<file path="src/rtl/conv_window_scheduler.sv">
// conv_window_scheduler: walks every 3x3 window of an image, fetches pixel triplets and drives a 3-lane MAC.
// Optional feature macro CONV_SCHED_PERF_EN adds a saturating busy-cycle counter on perf_cycles.

module conv_window_scheduler #(
    parameter int BIT_LENGTH = 16,
    parameter int ADDR_WIDTH = 12,
    parameter int DIM_WIDTH  = 8
) (
    input  logic                    Clk,
    input  logic                    Rst_n,
    input  logic                    cfg_wr,
    input  logic [3:0]              cfg_idx,
    input  logic [BIT_LENGTH-1:0]   cfg_data,
    input  logic                    start,
    input  logic [ADDR_WIDTH-1:0]   img_base,
    input  logic [DIM_WIDTH-1:0]    img_width,
    input  logic [DIM_WIDTH-1:0]    img_height,
    output logic                    busy,
    output logic                    done,
    output logic                    err,
    output logic                    mem_rd_en,
    output logic [ADDR_WIDTH-1:0]   mem_addr,
    input  logic [3*BIT_LENGTH-1:0] mem_rd_data,
    output logic [3*BIT_LENGTH-1:0] mult_a,
    output logic [3*BIT_LENGTH-1:0] mult_b,
    output logic [2:0]              mStart,
    input  logic [2:0]              mReady,
    output logic                    finalAdd,
    input  logic                    finalReady,
    input  logic [2*BIT_LENGTH-1:0] finalAccumulate,
    output logic                    res_valid,
    output logic [2*BIT_LENGTH-1:0] res_data,
    output logic [DIM_WIDTH-1:0]    res_row,
    output logic [DIM_WIDTH-1:0]    res_col,
    input  logic                    res_ready
`ifdef CONV_SCHED_PERF_EN
    ,
    output logic [31:0]             perf_cycles
`endif
);

    typedef enum logic [3:0] {
        S_IDLE, S_FETCH, S_MEMWAIT, S_MUL, S_MULWAIT,
        S_FINAL, S_FINWAIT, S_OUTPUT, S_NEXT, S_DONE
    } state_t;

    state_t                  r_state, w_next;
    logic [BIT_LENGTH-1:0]   r_weight [0:8];
    logic [DIM_WIDTH-1:0]    r_width, r_height, r_row, r_col;
    logic [1:0]              r_krow;
    logic [ADDR_WIDTH-1:0]   r_rowbase, r_colbase, r_line;
    logic [2:0]              r_mrdy;
    logic [3*BIT_LENGTH-1:0] r_mult_a, r_mult_b, w_wrow;
    logic [2*BIT_LENGTH-1:0] r_res_data;
    logic                    r_err, r_err_done;
    logic                    w_bad_dims, w_last_pos;
    logic [DIM_WIDTH-1:0]    w_col_last, w_row_last;
    logic [ADDR_WIDTH-1:0]   w_width_a;

    assign w_bad_dims = (img_width < DIM_WIDTH'(3)) || (img_height < DIM_WIDTH'(3));
    assign w_col_last = r_width - DIM_WIDTH'(3);
    assign w_row_last = r_height - DIM_WIDTH'(3);
    assign w_last_pos = (r_col == w_col_last) && (r_row == w_row_last);
    assign w_width_a  = ADDR_WIDTH'(r_width);

    assign err       = r_err;
    assign mult_a    = r_mult_a;
    assign mult_b    = r_mult_b;
    assign res_data  = r_res_data;
    assign res_row   = r_row;
    assign res_col   = r_col;

    always_comb begin
        w_wrow = '0;
        case (r_krow)
            2'd0:    w_wrow = {r_weight[2], r_weight[1], r_weight[0]};
            2'd1:    w_wrow = {r_weight[5], r_weight[4], r_weight[3]};
            2'd2:    w_wrow = {r_weight[8], r_weight[7], r_weight[6]};
            default: w_wrow = '0;
        endcase
    end

    always_ff @(posedge Clk or negedge Rst_n) begin
        if (!Rst_n) r_state <= S_IDLE;
        else        r_state <= w_next;
    end

    always_comb begin
        w_next    = r_state;
        busy      = 1'b1;
        done      = r_err_done;
        mem_rd_en = 1'b0;
        mem_addr  = '0;
        mStart    = '0;
        finalAdd  = 1'b0;
        res_valid = 1'b0;
        case (r_state)
            S_IDLE: begin
                busy = 1'b0;
                if (start && !w_bad_dims) w_next = S_FETCH;
            end
            S_FETCH: begin
                mem_rd_en = 1'b1;
                mem_addr  = r_line;
                w_next    = S_MEMWAIT;
            end
            S_MEMWAIT: w_next = S_MUL;
            S_MUL: begin
                mStart = 3'b111;
                w_next = S_MULWAIT;
            end
            S_MULWAIT: if (r_mrdy == 3'b111) w_next = (r_krow == 2'd2) ? S_FINAL : S_FETCH;
            S_FINAL: begin
                finalAdd = 1'b1;
                w_next   = S_FINWAIT;
            end
            S_FINWAIT: if (finalReady) w_next = S_OUTPUT;
            S_OUTPUT: begin
                res_valid = 1'b1;
                if (res_ready) w_next = S_NEXT;
            end
            S_NEXT: w_next = w_last_pos ? S_DONE : S_FETCH;
            S_DONE: begin
                busy   = 1'b0;
                done   = 1'b1;
                w_next = S_IDLE;
            end
            default: w_next = S_IDLE;
        endcase
    end

    always_ff @(posedge Clk or negedge Rst_n) begin
        if (!Rst_n) begin
            for (int unsigned i = 0; i < 9; i++) r_weight[i] <= '0;
        end else if (cfg_wr && !busy && (cfg_idx <= 4'd8)) begin
            r_weight[cfg_idx] <= cfg_data;
        end
    end

    always_ff @(posedge Clk or negedge Rst_n) begin
        if (!Rst_n) begin
            r_width    <= '0;
            r_height   <= '0;
            r_row      <= '0;
            r_col      <= '0;
            r_krow     <= '0;
            r_rowbase  <= '0;
            r_colbase  <= '0;
            r_line     <= '0;
            r_mrdy     <= '0;
            r_mult_a   <= '0;
            r_mult_b   <= '0;
            r_res_data <= '0;
            r_err      <= 1'b0;
            r_err_done <= 1'b0;
        end else begin
            r_err_done <= 1'b0;
            case (r_state)
                S_IDLE: if (start) begin
                    if (w_bad_dims) begin
                        r_err      <= 1'b1;
                        r_err_done <= 1'b1;
                    end else begin
                        r_width   <= img_width;
                        r_height  <= img_height;
                        r_row     <= '0;
                        r_col     <= '0;
                        r_krow    <= '0;
                        r_err     <= 1'b0;
                        r_rowbase <= img_base;
                        r_colbase <= img_base;
                        r_line    <= img_base;
                    end
                end
                // r_line steps one image row per kernel row; NEXT reloads it from the window origin
                S_FETCH: r_line <= r_line + w_width_a;
                S_MEMWAIT: begin
                    r_mult_a <= mem_rd_data;
                    r_mult_b <= w_wrow;
                end
                S_MULWAIT: begin
                    if (r_mrdy == 3'b111) begin
                        r_mrdy <= '0;
                        r_krow <= (r_krow == 2'd2) ? 2'd0 : r_krow + 2'd1;
                    end else begin
                        r_mrdy <= r_mrdy | mReady;
                    end
                end
                S_FINWAIT: if (finalReady) r_res_data <= finalAccumulate;
                S_NEXT: if (!w_last_pos) begin
                    if (r_col == w_col_last) begin
                        r_col     <= '0;
                        r_row     <= r_row + 1'b1;
                        r_rowbase <= r_rowbase + w_width_a;
                        r_colbase <= r_rowbase + w_width_a;
                        r_line    <= r_rowbase + w_width_a;
                    end else begin
                        r_col     <= r_col + 1'b1;
                        r_colbase <= r_colbase + 1'b1;
                        r_line    <= r_colbase + 1'b1;
                    end
                end
                default: ;
            endcase
        end
    end

`ifdef CONV_SCHED_PERF_EN
    logic [31:0] r_perf;

    always_ff @(posedge Clk or negedge Rst_n) begin
        if (!Rst_n)                                       r_perf <= '0;
        else if (r_state == S_IDLE && start && !w_bad_dims) r_perf <= '0;
        else if (busy && (r_perf != '1))                  r_perf <= r_perf + 32'd1;
    end

    assign perf_cycles = r_perf;
`endif

endmodule

</file>
<file path="config.mk">
export PLATFORM = sky130hd
export DESIGN_NAME = conv_window_scheduler
export DESIGN_NICKNAME = d
export VERILOG_FILES = /design/src/rtl/conv_window_scheduler.sv
export SDC_FILE = /design/constraint.sdc
export NUM_CORES = 1
export LEC_CHECK = 0
export CAP_MARGIN = 30
export CORE_ASPECT_RATIO = 0.9
export CORE_MARGIN = 2
export CORE_UTILIZATION = 40
export CTS_CLUSTER_SIZE = 14
export DETAILED_ROUTE_END_ITERATION = 8
export SLEW_MARGIN = 20
export SYNTH_ARGS = -nofsm -noshare
export SYNTH_HDL_FRONTEND = slang
export SYNTH_SLANG_ARGS = --single-unit
</file>
<file path="constraint.sdc">
create_clock -name Clk -period 3.9 [get_ports Clk]
set_clock_uncertainty 0.15 [all_clocks]
set_input_delay 0.78 -clock Clk [delete_from_list [all_inputs] [get_ports Clk]]
set_output_delay 0.78 -clock Clk [all_outputs]
set_load 0.02 [all_outputs]
</file>
---- Yosys cells after proc, flatten, opt, wreduce, memory -nomap -nowiden ----
Index checks and enable logic that the tools add are counted.
word-level totals
  bits in registers ....................... 351
  latch bits .............................. 0
  bits in writable memories ............... 0
  ROM bits ................................ 0
  input port bits ......................... 137
  output and inout bits ................... 165
  logic and storage cells ................. 127
  memories ................................ 0
cells by class
  $add $sub $neg .......................... 8
  $mul .................................... 0
  divide/modulo/power cells ............... 0
  order comparisons ....................... 5
  equality and inequality tests ........... 22
  shift-type cells ........................ 0
  muxes and demuxes ....................... 44
  bitwise gates (word level) .............. 3
  reduce and logical (&&, ||, !) cells .... 21
operator list
  kind                   number
  $bwmux 144             1
  $pmux 48 s3            1
  $mux 12                7
  $demux 16 s4           1
  $mux 8                 6
  $pmux 12 s2            2
  $pmux 12 s3            1
  $pmux 4 s9             1
  $pmux 8 s2             2
  $add 12x8->12          2
  $mux 4                 5
  $add 8x1->8 const B    2
  $eq 4x3->1 const B     4
  $eq 8x8->1             2
  $lt 8x2->1 const B     2
  $mux 16                1
  $ne 2x2->1 const B     8
  $reduce_and 4->1       4
  $sub 8x2->8 const B    2
  $add 12x1->12 const B  1
  $mux 3                 3
  $eq 4x2->1 const B     2
  $eq 4x4->1 const B     2
  $mux 1                 8
  other kinds (24)       33

---- Longest topological paths before layout ----
  word-level depth ........................ 6
  mapped depth ............................ 10
  depth with buffers taken out ............ 10

---- Worst setup path after synthesis ----
Ideal clock, no wire load.
  path kind ............................... register to register
  start ................................... reg r_width[0]
  end ..................................... reg r_line[5]
  setup time .............................. 0.125 ns
  arrival time ............................ 2.554 ns
  data required time ...................... 3.625 ns
  setup slack ............................. 1.072 ns
  stages on the path, launching flop included .. 10
  buffers on the path ..................... 1
  clock period less this slack ............ 2.828 ns
  cell sequence ........................... dfrtp_1 > ha_1 > nor4_2 > mux2i_1 > o211ai_1 > nand4_1 > clkbuf_1 > nand3_1 > nand3_1 > mux2_2
on the way
  word-level cells in the longest chain between the ends .. 5
  elaborated cells on any way between the ends .. 10
  classes of those cells .................. 3 x add/sub; 2 x eq/ne; 3 x mux; 2 x reduce/logical
RTL lines
  what                                                    RTL line  source
  from (decl)                                             49        logic [DIM_WIDTH-1:0] r_width, r_height, r_row, r_col;
  from (signal assigned)                                  164       r_width <= img_width;
  $sub 8x2->8                                             61        assign w_col_last = r_width - DIM_WIDTH'(3);
  $eq 8x8->1                                              63, 191
  $mux 12 / $logic_and 1x1->1 (equally long branches)     191, 63
  $mux 12 / $ne 2x2->1 (equally long branches)            -
  $pmux 12 s3 / $reduce_and 4->1 (equally long branches)  -
  to (signal assigned)                                    172       r_line <= img_base;
  to (signal assigned)                                    196       r_line <= r_rowbase + w_width_a;
  to (signal assigned)                                    200       r_line <= r_colbase + 1'b1;
  to (decl)                                               51        logic [ADDR_WIDTH-1:0] r_rowbase, r_colbase, r_line;
Several ways; a longest one is shown, not always the timed one. The select of a mux whose other input is x is not followed.
A chain may end at the register's enable or synchronous reset.

---- Worst setup path after layout ----
  start ................................... reg r_state[0]
  end ..................................... out mStart[1]
on the way
  word-level cells in the longest chain between the ends .. 2
RTL lines
  what                    RTL line  source
  from (decl)             47        state_t r_state, w_next;
  from (signal assigned)  85        else r_state <= w_next;
  $eq 4x2->1              97        case (r_state)
  $mux 3                  97
  to (decl)               26        output logic [2:0] mStart,
Every way passes these cells.

==> metrics.md <==
| Metric | Value |
|---|---|
| Pre-CTS setup slack | `0.576 ns` |
| DR vias/cell | `5.29` |
| Port bufs | `301` |
| Die Y | `196 um` |
| Sum Neg Setup Slack | `0 ns` |
| Cells after Synth | `1,464` |
| Layout cell share with drive strength beyond 1 | `0.196` |
| Post-layout min period | `3.44 ns` |
| FILL cells | `3,597` |
| Slew margin rel. | `0.462` |
| Post-Route WL | `44,700 um` |
| Post-synth top area cell | `dfrtp_1` |
| Mapped Area | `16,500 sq um` |
| Clock-pin slew on the worst setup and hold paths | `0.06 ns` |
| Crit path capture type | `output port` |
| Post-CTS setup buffer count | `0` |
| Vias after detailed routing | `12,300` |
| HP Class | `primary input to async pin` |
| Final setup viols | `0` |
| RePlAce Congestion | `0.861` |
| Max clock buf depth | `3` |
| DPL Wire Length | `30,900 um` |
| Critical path class | `flip-flop to output port` |
| Die area | `42,800 sq um` |
| Die Wd | `218 um` |
| I/O pin cnt | `302` |
| Post-route ant nets | `0` |
| Synth top area share | `0.534` |
| DRC | `0` |
| Post-CTS sizing | `0` |
| Post-route clock period utilization | `0.882` |
| Largest net degree at the start of global routing | `145` |
| Vias in the first global route | `12,500` |
| Core area | `40,600 sq um` |
| Main synth FF type | `dfrtp_1` |
| Syn nets | `1,624` |
| Yosys reg bits | `351` |
| Worst EP required | `2.97 ns` |
| WP data arrival | `2.51 ns` |
| Lkg Pwr | `0.00934 uW` |
| Crit start category | `flip-flop` |
| Setup ws final | `0.461 ns` |
| Initial antenna violation count | `0` |
| Clock tree root driver cell | `clkbuf_16` |
| DRT iter0 DRCs | `740` |
| Final instance area | `21,500 sq um` |
| Maximum clock rate | `0.291 GHz` |
| CTS tree | `yes` |
| FFs w/ async S/R, synth | `1.00` |
| Hold Violations, Final | `0` |
| H-tree lvl count | `2` |
| Final Slew Violations | `0` |
| RSZ-0062 raised after global routing | `no` |
| Clock Sinks | `351` |
| Final Util | `0.528` |
| Total track usage | `0.209` |
| Worst VDD drop | `0.467 mV` |
| Worst-Skew Late Latency | `0.56 ns` |
| Rows | `70` |
| Seq/Total Area, Yosys | `0.534` |
| Unique masters post-synth | `71` |
| DP Area | `20,200 sq um` |
| Hold Buf Count CTS | `0` |
| Status | `finished, final reports clean` |
| Routed WL per cell | `19.2 um` |
| Least-Margin Pin Slew | `0.801 ns` |
| First drt pass iteration count | `5` |
| Initial Util | `0.405` |
| Yosys warning total | `0` |
| Total power draw | `18,400 uW` |
| Post-synth EDFFs | `0` |
| Max-cap violations | `0` |
| Crit Path Max Fanout | `11` |
| Area delta synth->final | `30.5%` |
| First-pass GRT wire length | `70,600 um` |
| Post-Syn Area per Cell | `11.2 sq um` |
| P per Cell Area | `855 nW/um^2` |
| Ranking of synthesized cells by area | `dfrtp_1 (53%), mux2_2 (16%), a21oi_1 (4.0%)` |
| Congestion Overflow GR | `0` |
| Number of buffers created by CTS | `40` |
| Fin nets | `1,922` |
## synth_stat cells (8+ instances only)
master	number
o211ai_1	8
xor2_1	18
clkbuf_1	64
nor2_1	171
a31oi_1	24
nand2_1	102
xnor2_1	34
buf_1	10
buf_2	11
nand4_1	14
nor3_1	27
mux2_2	227
mux2i_1	56
ha_1	21
o21ai_0	26
dfrtp_1	351
a211oi_1	14
nand3_1	22
inv_1	18
and3_1	13
a21oi_1	131
## critical path: stages, from the launching register on
cell             delay [ns]
dfrtp_1                0.47
buf_4                  0.23
nand2_1                0.11
nor3_1                 0.41
clkdlybuf4s50_1        0.71
## cell type report
| cell class | count | area, sq um | share of cell area |
|---|---|---|---|
| sequential | 351 | 8790 | 0.409 |
| multi-input combinational | 1008 | 7290 | 0.340 |
| timing repair buffer | 343 | 3380 | 0.158 |
| clock buffer | 60 | 1160 | 0.0538 |
| tap | 540 | 676 | 0.0315 |
| clock inverter | 11 | 113 | 0.00524 |
| inverter | 18 | 67.6 | 0.00315 |
| antenna | 1 | 2.50 | 0.000117 |
## layer usage
layer	GRT usage	wire length, um	vias to the layer above
met1	0.282	19600	6155
met2	0.341	21400	324
met3	0.0469	2740	66
li1	-	-	5797
met5	0	0	-
met4	0.0544	919	0
## cells in the final DEF (no fill, tap or decap), types with 26 or more instances in the layout
| cell | count |
|---|---|
| a21oi_1 | 131 |
| buf_4 | 38 |
| clkbuf_16 | 40 |
| clkdlybuf4s50_1 | 300 |
| dfrtp_1 | 349 |
| mux2_2 | 227 |
| mux2i_1 | 56 |
| nand2_1 | 102 |
| nor2_1 | 171 |
| nor3_1 | 26 |
| o21ai_0 | 26 |
| xnor2_1 | 34 |
## kinds of logic after synthesis
family | after synthesis | share of synthesized area
simple gates | 399 | 0.111
flops | 351 | 0.534
mux | 286 | 0.192
compound gates | 248 | 0.0922
buf+inv | 105 | 0.0252
xor+xnor | 52 | 0.0277
fa+ha+maj | 23 | 0.0184
## final timing paths
kind,start,end,slack (ns),cells after the start
min,Rst_n,res_data[13]$_DFFE_PN0P_,0.01,1
min reg2reg,r_mrdy[2]$_DFFE_PN0P_,r_mrdy[2]$_DFFE_PN0P_,0.35,2
max reg2reg,r_width[0]$_DFFE_PN0P_,r_colbase[6]$_DFFE_PN0P_,0.55,8
min in group Clk,r_mrdy[2]$_DFFE_PN0P_,r_mrdy[2]$_DFFE_PN0P_,0.35,2
max in group asynchronous,Rst_n,mult_a[46]$_DFFE_PN0P_,2.59,2
max,r_state[0]$_DFFE_PN0P_,mStart[1],0.46,4
## flip-flops by register name (all words and copies together) (netlist names), 2 cells and up
name / cells
r_width: 8
r_height: 8
res_col: 8
r_mrdy: 3
r_line: 12
r_rowbase: 12
res_row: 8
r_krow: 2
r_colbase: 12
r_weight: 144
mult_a: 48
res_data: 32
r_state: 4
mult_b: 48
## metrics by stage
step	instances	hold slack, ns
5_1_grt	2331	0.0575
2_1_floorplan	1464	0.290
3_3_place_gp	2260	0.333
6_report	2332	0.0140
4_1_cts	2331	0.0453
3_5_place_dp	2260	0.338
## power breakdown
part | total, uW | internal [uW] | switching, uW
clock network | 3650 | 2130 | 1530
registers | 6520 | 5280 | 1240
logic | 8190 | 4010 | 4180
total | 18400 | 11400 | 6940
No activity file was read; power rests on OpenSTA's default activity.
